==> src/rtl/dcache_flush_engine.sv <==
// dcache_flush_engine: walks every cache line, writes dirty lines back to memory, then cleans or invalidates them
module dcache_flush_engine #(
    parameter int NUM_SETS = 16,
    parameter int NUM_WAYS = 2,
    parameter int LINE_W   = 256,
    parameter int TAG_W    = 25,
    parameter int ADDR_W   = 32,
    localparam int IDX_W = $clog2(NUM_SETS),
    localparam int WAY_W = NUM_WAYS > 1 ? $clog2(NUM_WAYS) : 1,
    localparam int CNT_W = $clog2(NUM_SETS * NUM_WAYS) + 1,
    localparam int OFF_W = $clog2(LINE_W / 8)
) (
    input  logic              clk_i,
    input  logic              rst_i,
    input  logic              flush_req_i,
    input  logic              flush_inv_i,
    output logic              busy_o,
    output logic              done_o,
    output logic [CNT_W-1:0]  wb_count_o,
    output logic [IDX_W-1:0]  sram_idx_o,
    output logic [WAY_W-1:0]  sram_way_o,
    input  logic [TAG_W-1:0]  sram_tag_i,
    input  logic [LINE_W-1:0] sram_data_i,
    output logic              sram_tag_we_o,
    output logic [TAG_W-1:0]  sram_tag_o,
    output logic              mem_enable_o,
    output logic              mem_write_o,
    output logic [ADDR_W-1:0] mem_addr_o,
    output logic [LINE_W-1:0] mem_data_o,
    input  logic              mem_ack_i
);
    typedef enum logic [2:0] {IDLE, SCAN, WRITE, CLEAR, DONE} state_t;
    state_t state, next;
    logic [IDX_W-1:0] idx;
    logic [WAY_W-1:0] way;
    logic [CNT_W-1:0] wb_count;
    logic inv, valid, dirty, last, advance;
    assign valid = sram_tag_i[TAG_W-1];
    assign dirty = sram_tag_i[TAG_W-2];
    assign last = idx == IDX_W'(NUM_SETS - 1) && way == WAY_W'(NUM_WAYS - 1);
    // a line is finished either straight from SCAN (nothing to do) or after its CLEAR
    assign advance = (state == SCAN && (!valid || (!dirty && !inv))) || state == CLEAR;
    assign sram_idx_o = idx;
    assign sram_way_o = way;
    assign wb_count_o = wb_count;
    always_ff @(posedge clk_i) begin
        if (!rst_i) state <= IDLE;
        else state <= next;
    end
    always_comb begin
        next = state;
        unique case (state)
            IDLE:  next = flush_req_i ? SCAN : IDLE;
            SCAN:  next = valid && dirty ? WRITE : valid && inv ? CLEAR : last ? DONE : SCAN;
            WRITE: next = mem_ack_i ? CLEAR : WRITE;
            CLEAR: next = last ? DONE : SCAN;
            DONE:  next = IDLE;
            default: next = IDLE;
        endcase
    end
    always_comb begin
        busy_o = state != IDLE;
        done_o = state == DONE;
        mem_enable_o = state == WRITE;
        mem_write_o = state == WRITE;
        sram_tag_we_o = state == CLEAR;
        sram_tag_o = state == CLEAR ? {valid & ~inv, 1'b0, sram_tag_i[TAG_W-3:0]} : '0;
    end
    always_ff @(posedge clk_i) begin
        if (!rst_i) begin
            idx <= '0;
            way <= '0;
            inv <= 1'b0;
            wb_count <= '0;
            mem_addr_o <= '0;
            mem_data_o <= '0;
        end else begin
            if (state == IDLE && flush_req_i) begin
                idx <= '0;
                way <= '0;
                inv <= flush_inv_i;
                wb_count <= '0;
            end
            if (advance) begin
                idx <= idx + 1'b1;
                if (idx == IDX_W'(NUM_SETS - 1))
                    way <= way == WAY_W'(NUM_WAYS - 1) ? '0 : way + 1'b1;
            end
            if (state == SCAN && valid && dirty) begin
                mem_addr_o <= {sram_tag_i[TAG_W-3:0], idx, {OFF_W{1'b0}}};
                mem_data_o <= sram_data_i;
            end
            if (state == WRITE && mem_ack_i) wb_count <= wb_count + 1'b1;
        end
    end
endmodule

==> config.mk <==
export PLATFORM = sky130hd
export DESIGN_NAME = dcache_flush_engine
export DESIGN_NICKNAME = d
export VERILOG_FILES = /design/src/rtl/dcache_flush_engine.sv
export SDC_FILE = /design/constraint.sdc
export NUM_CORES = 1
export LEC_CHECK = 0
export ABC_CLOCK_PERIOD_IN_PS = 1800
export CORE_AREA = 3 3 236 238
export CTS_CLUSTER_DIAMETER = 100
export CTS_CLUSTER_SIZE = 20
export DETAILED_ROUTE_END_ITERATION = 12
export DIE_AREA = 0 0 239 241
export GPL_TIMING_DRIVEN = 0
export PLACE_DENSITY = 0.58
export SLEW_MARGIN = 20
export SYNTH_ARGS = -nofsm -noshare
export SYNTH_HDL_FRONTEND = slang
export SYNTH_SLANG_ARGS = --single-unit
export TNS_END_PERCENT = 1
==> constraint.sdc <==
create_clock -name clk_i -period 1.8 [get_ports clk_i]
set_input_delay 0.36 -clock clk_i [delete_from_list [all_inputs] [get_ports clk_i]]
set_output_delay 0.36 -clock clk_i [all_outputs]
set_load 0.05 [all_outputs]
==> impl_results.md <==
- Routing usage on met2: 0.2599
- Avg Vias per Cell: around 4.2
- First-pass GRT wire length: roughly 66 mm
- Post-route cell area: 18290 sq um
- Fraction of layout cells with a size suffix above 1: 0.1880
- Status: complete, but fails checks
- Clock Tree Buf Depth: 3
- Area occupied by multi-input gates: around 4200 sq um
- Kind of critical path: reg -> out
- Die height: about 240 microns
- # clock sinks: 298
- Placed inst area: 17650 sq um
- Starting Density: 0.1979
- Grt peak-use layer: met2
- Relative slew slack: 0.5202
- Hold_buf cts: 0
- Post-Synthesis Cells: 1350
- VDD IR max: between 0.5 and 0.6 mV
- Register area: 5974 sq um
- Via count: 11290
- Max-Cap Viols: 0
- I/O pin total: ~600
- Largest net degree at the start of global routing: 21
- CP Data Arrival Time: about 1800 ps
- Antenna violations before repair: 2
- Total Power: 13.80 mW
- Period utilisation layout: 1.178
- Clock slew at reported path FFs: 90 ps
- Die Width: 239 microns
- Vias in the first global route: 11010
- CTS tree: yes
- RSZ-0062 raised after global routing: yes
- Hold Path Class: in -> reg
- Lkg Pwr: 6.702 nW
- PD cells: 754.8 nW/um^2
- Post-synthesis async set-or-reset flop share: 0
- Actual slew at the worst max-slew pin: 715.4 ps
- Synth cell types: 34
- CP required: 1440 ps
- Register area share after synthesis: 0.5602
- Setup violators final: 40
- Detailed placer's ending HPWL: 36.23 mm
- Top FF cell, synth: dfxtp_1
- Synth-to-Final Area Change: 71.70%
- Final nets: about 2300
- Fillers: 5649
- WL final: 46.16 mm
- Post-synth EDFFs: 0
- Slew Viols, Final: 0
- Drt first-iter violations: around 440
- Post-Syn Area: about 11000 sq um
- Worst R2R Setup Slack: -30 ps
- Port bufs: 608
- Clk_lat worst skew: 540 ps
- Minimum clock period: 2121 ps
- GR Overflow Total: 0
- Final setup margin: -320.7 ps
- GR Util met1: 0.1683
- Ant. Diodes: 0
- DRC: 0
- Synth top area share: 0.5602
- Top cells by area, synth: dfxtp_1 56%, nand2_1 20%, a21oi_1 14%
- Fmax: 471.5 MHz
- Skew final: 28.29 ps
- Rows: 85
- H-tree levels: 1
- Largest area contributor in the netlist: dfxtp_1
- Syn. warnings: 0
- #FFs+latches synth: 298
- Violated checks: setup timing
- GRT Util Overall: 0.1465
- Most frequent cells after synthesis: 571 x nand2_1, 298 x dfxtp_1, 291 x a21oi_1
- DR WL/cell: 17.15 microns
- Final Hold Viols: 0
- Core area: roughly 54000 sq um
- M3 GR Usage: 0.04811
- Clk root buf: clkbuf_16
- Synthesized area per cell: 7.889 sq um
- Die area: 57600 sq um
- Crit end category: output pin
- Most common cell in the netlist: nand2_1
- Routed Antenna Nets: 0
- TritonCTS buffer count: 19
- DR pass1 iterations: 5
- Placer Congestion: 0.8665
- CP max FO: 9
- Critical path launch point type: flip-flop
[sequential cells by signal, indices dropped and copies added, names as in the netlist]
| register | flops |
|---|---|
| inv | 1 |
| mem_addr_o | 27 |
| mem_data_o | 256 |
| sram_idx_o | 4 |
| sram_way_o | 1 |
| state | 3 |
| wb_count_o | 6 |
[through the flow]
step	instances	hold WS [ps]	util	worst slack [ps]	TNS (ps)
after floorplan	1355	453.5	-	-140.5	-2769
final	2691	351.6	0.3398	-320.7	-8074
after global placement	2659	442.2	0.3279	-1057	-208510
after global routing	2691	329.3	0.3398	-410.7	-22560
after CTS	2688	304.9	0.3442	-383.0	-10640
after detailed placement	2659	445.9	0.3279	-1141	-207260
[layout make-up]
class,count,area share
repair buffers,619,0.3271
flip-flops and latches,298,0.3267
multi-input cells,946,0.2311
well taps,696,0.04762
plain buffers,105,0.03797
clock buffers,20,0.02675
clock inverters,3,0.001847
inverters,4,0.0009579
[critical path, stage by stage (launching register included)]
cell and delay [ps]:
dfxtp_2 390, nor3b_4 210, buf_6 180, clkbuf_16 150, and2_4 140, buf_8 140
[power by group]
part	switching [mW]	leakage, nW	internal, mW
Sequential	0.119	2.41	6.79
Clock	2.37	0.257	1.97
Combinational	1.51	4.03	1.05
[worst paths after layout]
kind	start	to	depth (start not counted)
setup / recovery	state[2]	sram_tag_o[16]	5
hold / removal	sram_data_i[250]	mem_data_o[250]	3
setup reg to reg	state[0]	mem_data_o[175]	7
hold reg to reg	mem_data_o[119]	mem_data_o[119]	2
[repair_timing]
item | 4_1_cts | 5_1_grt
gates resized for setup | 930 | 200
cloned | 1 | 1
buffers inserted | 6 | 3
pin swaps | 10 | 1
endpoints found under the setup margin | 601 | 450
[routing by layer]
metal	vias up	share of wire
met5	-	0.00050
met4	4	0.028
met3	61	0.083
met2	403	0.49
met1	5209	0.39
li1	5608	-
[kinds of logic after synthesis]
family | Yosys count | share of synthesized area
buffers and inverters | 111 | 0.05216
AND/OR/NAND/NOR | 632 | 0.2370
other | 1 | 0.0003521
adder cells (fa/ha/maj) | 2 | 0.002349
flip-flops | 298 | 0.5602
XOR/XNOR | 1 | 0.0008225
AO/OA/AOI/OAI | 302 | 0.1444
multiplexers | 3 | 0.002820
[layout by cell type, fill, tap and decap left out, drive strengths merged, types with 3 or more instances in the layout]
cell,instances
nand3,7
dlygate4sd2,8
mux2i,3
a21oi,291
nor2,4
dfxtp,298
nand4,6
buf,105
clkdlybuf4s15,195
nand2,571
clkdlybuf4s50,285
inv,5
nor3b,3
nor3,3
conb,6
and2,25
clkbuf,150
No activity file was read; power rests on OpenSTA's default activity.
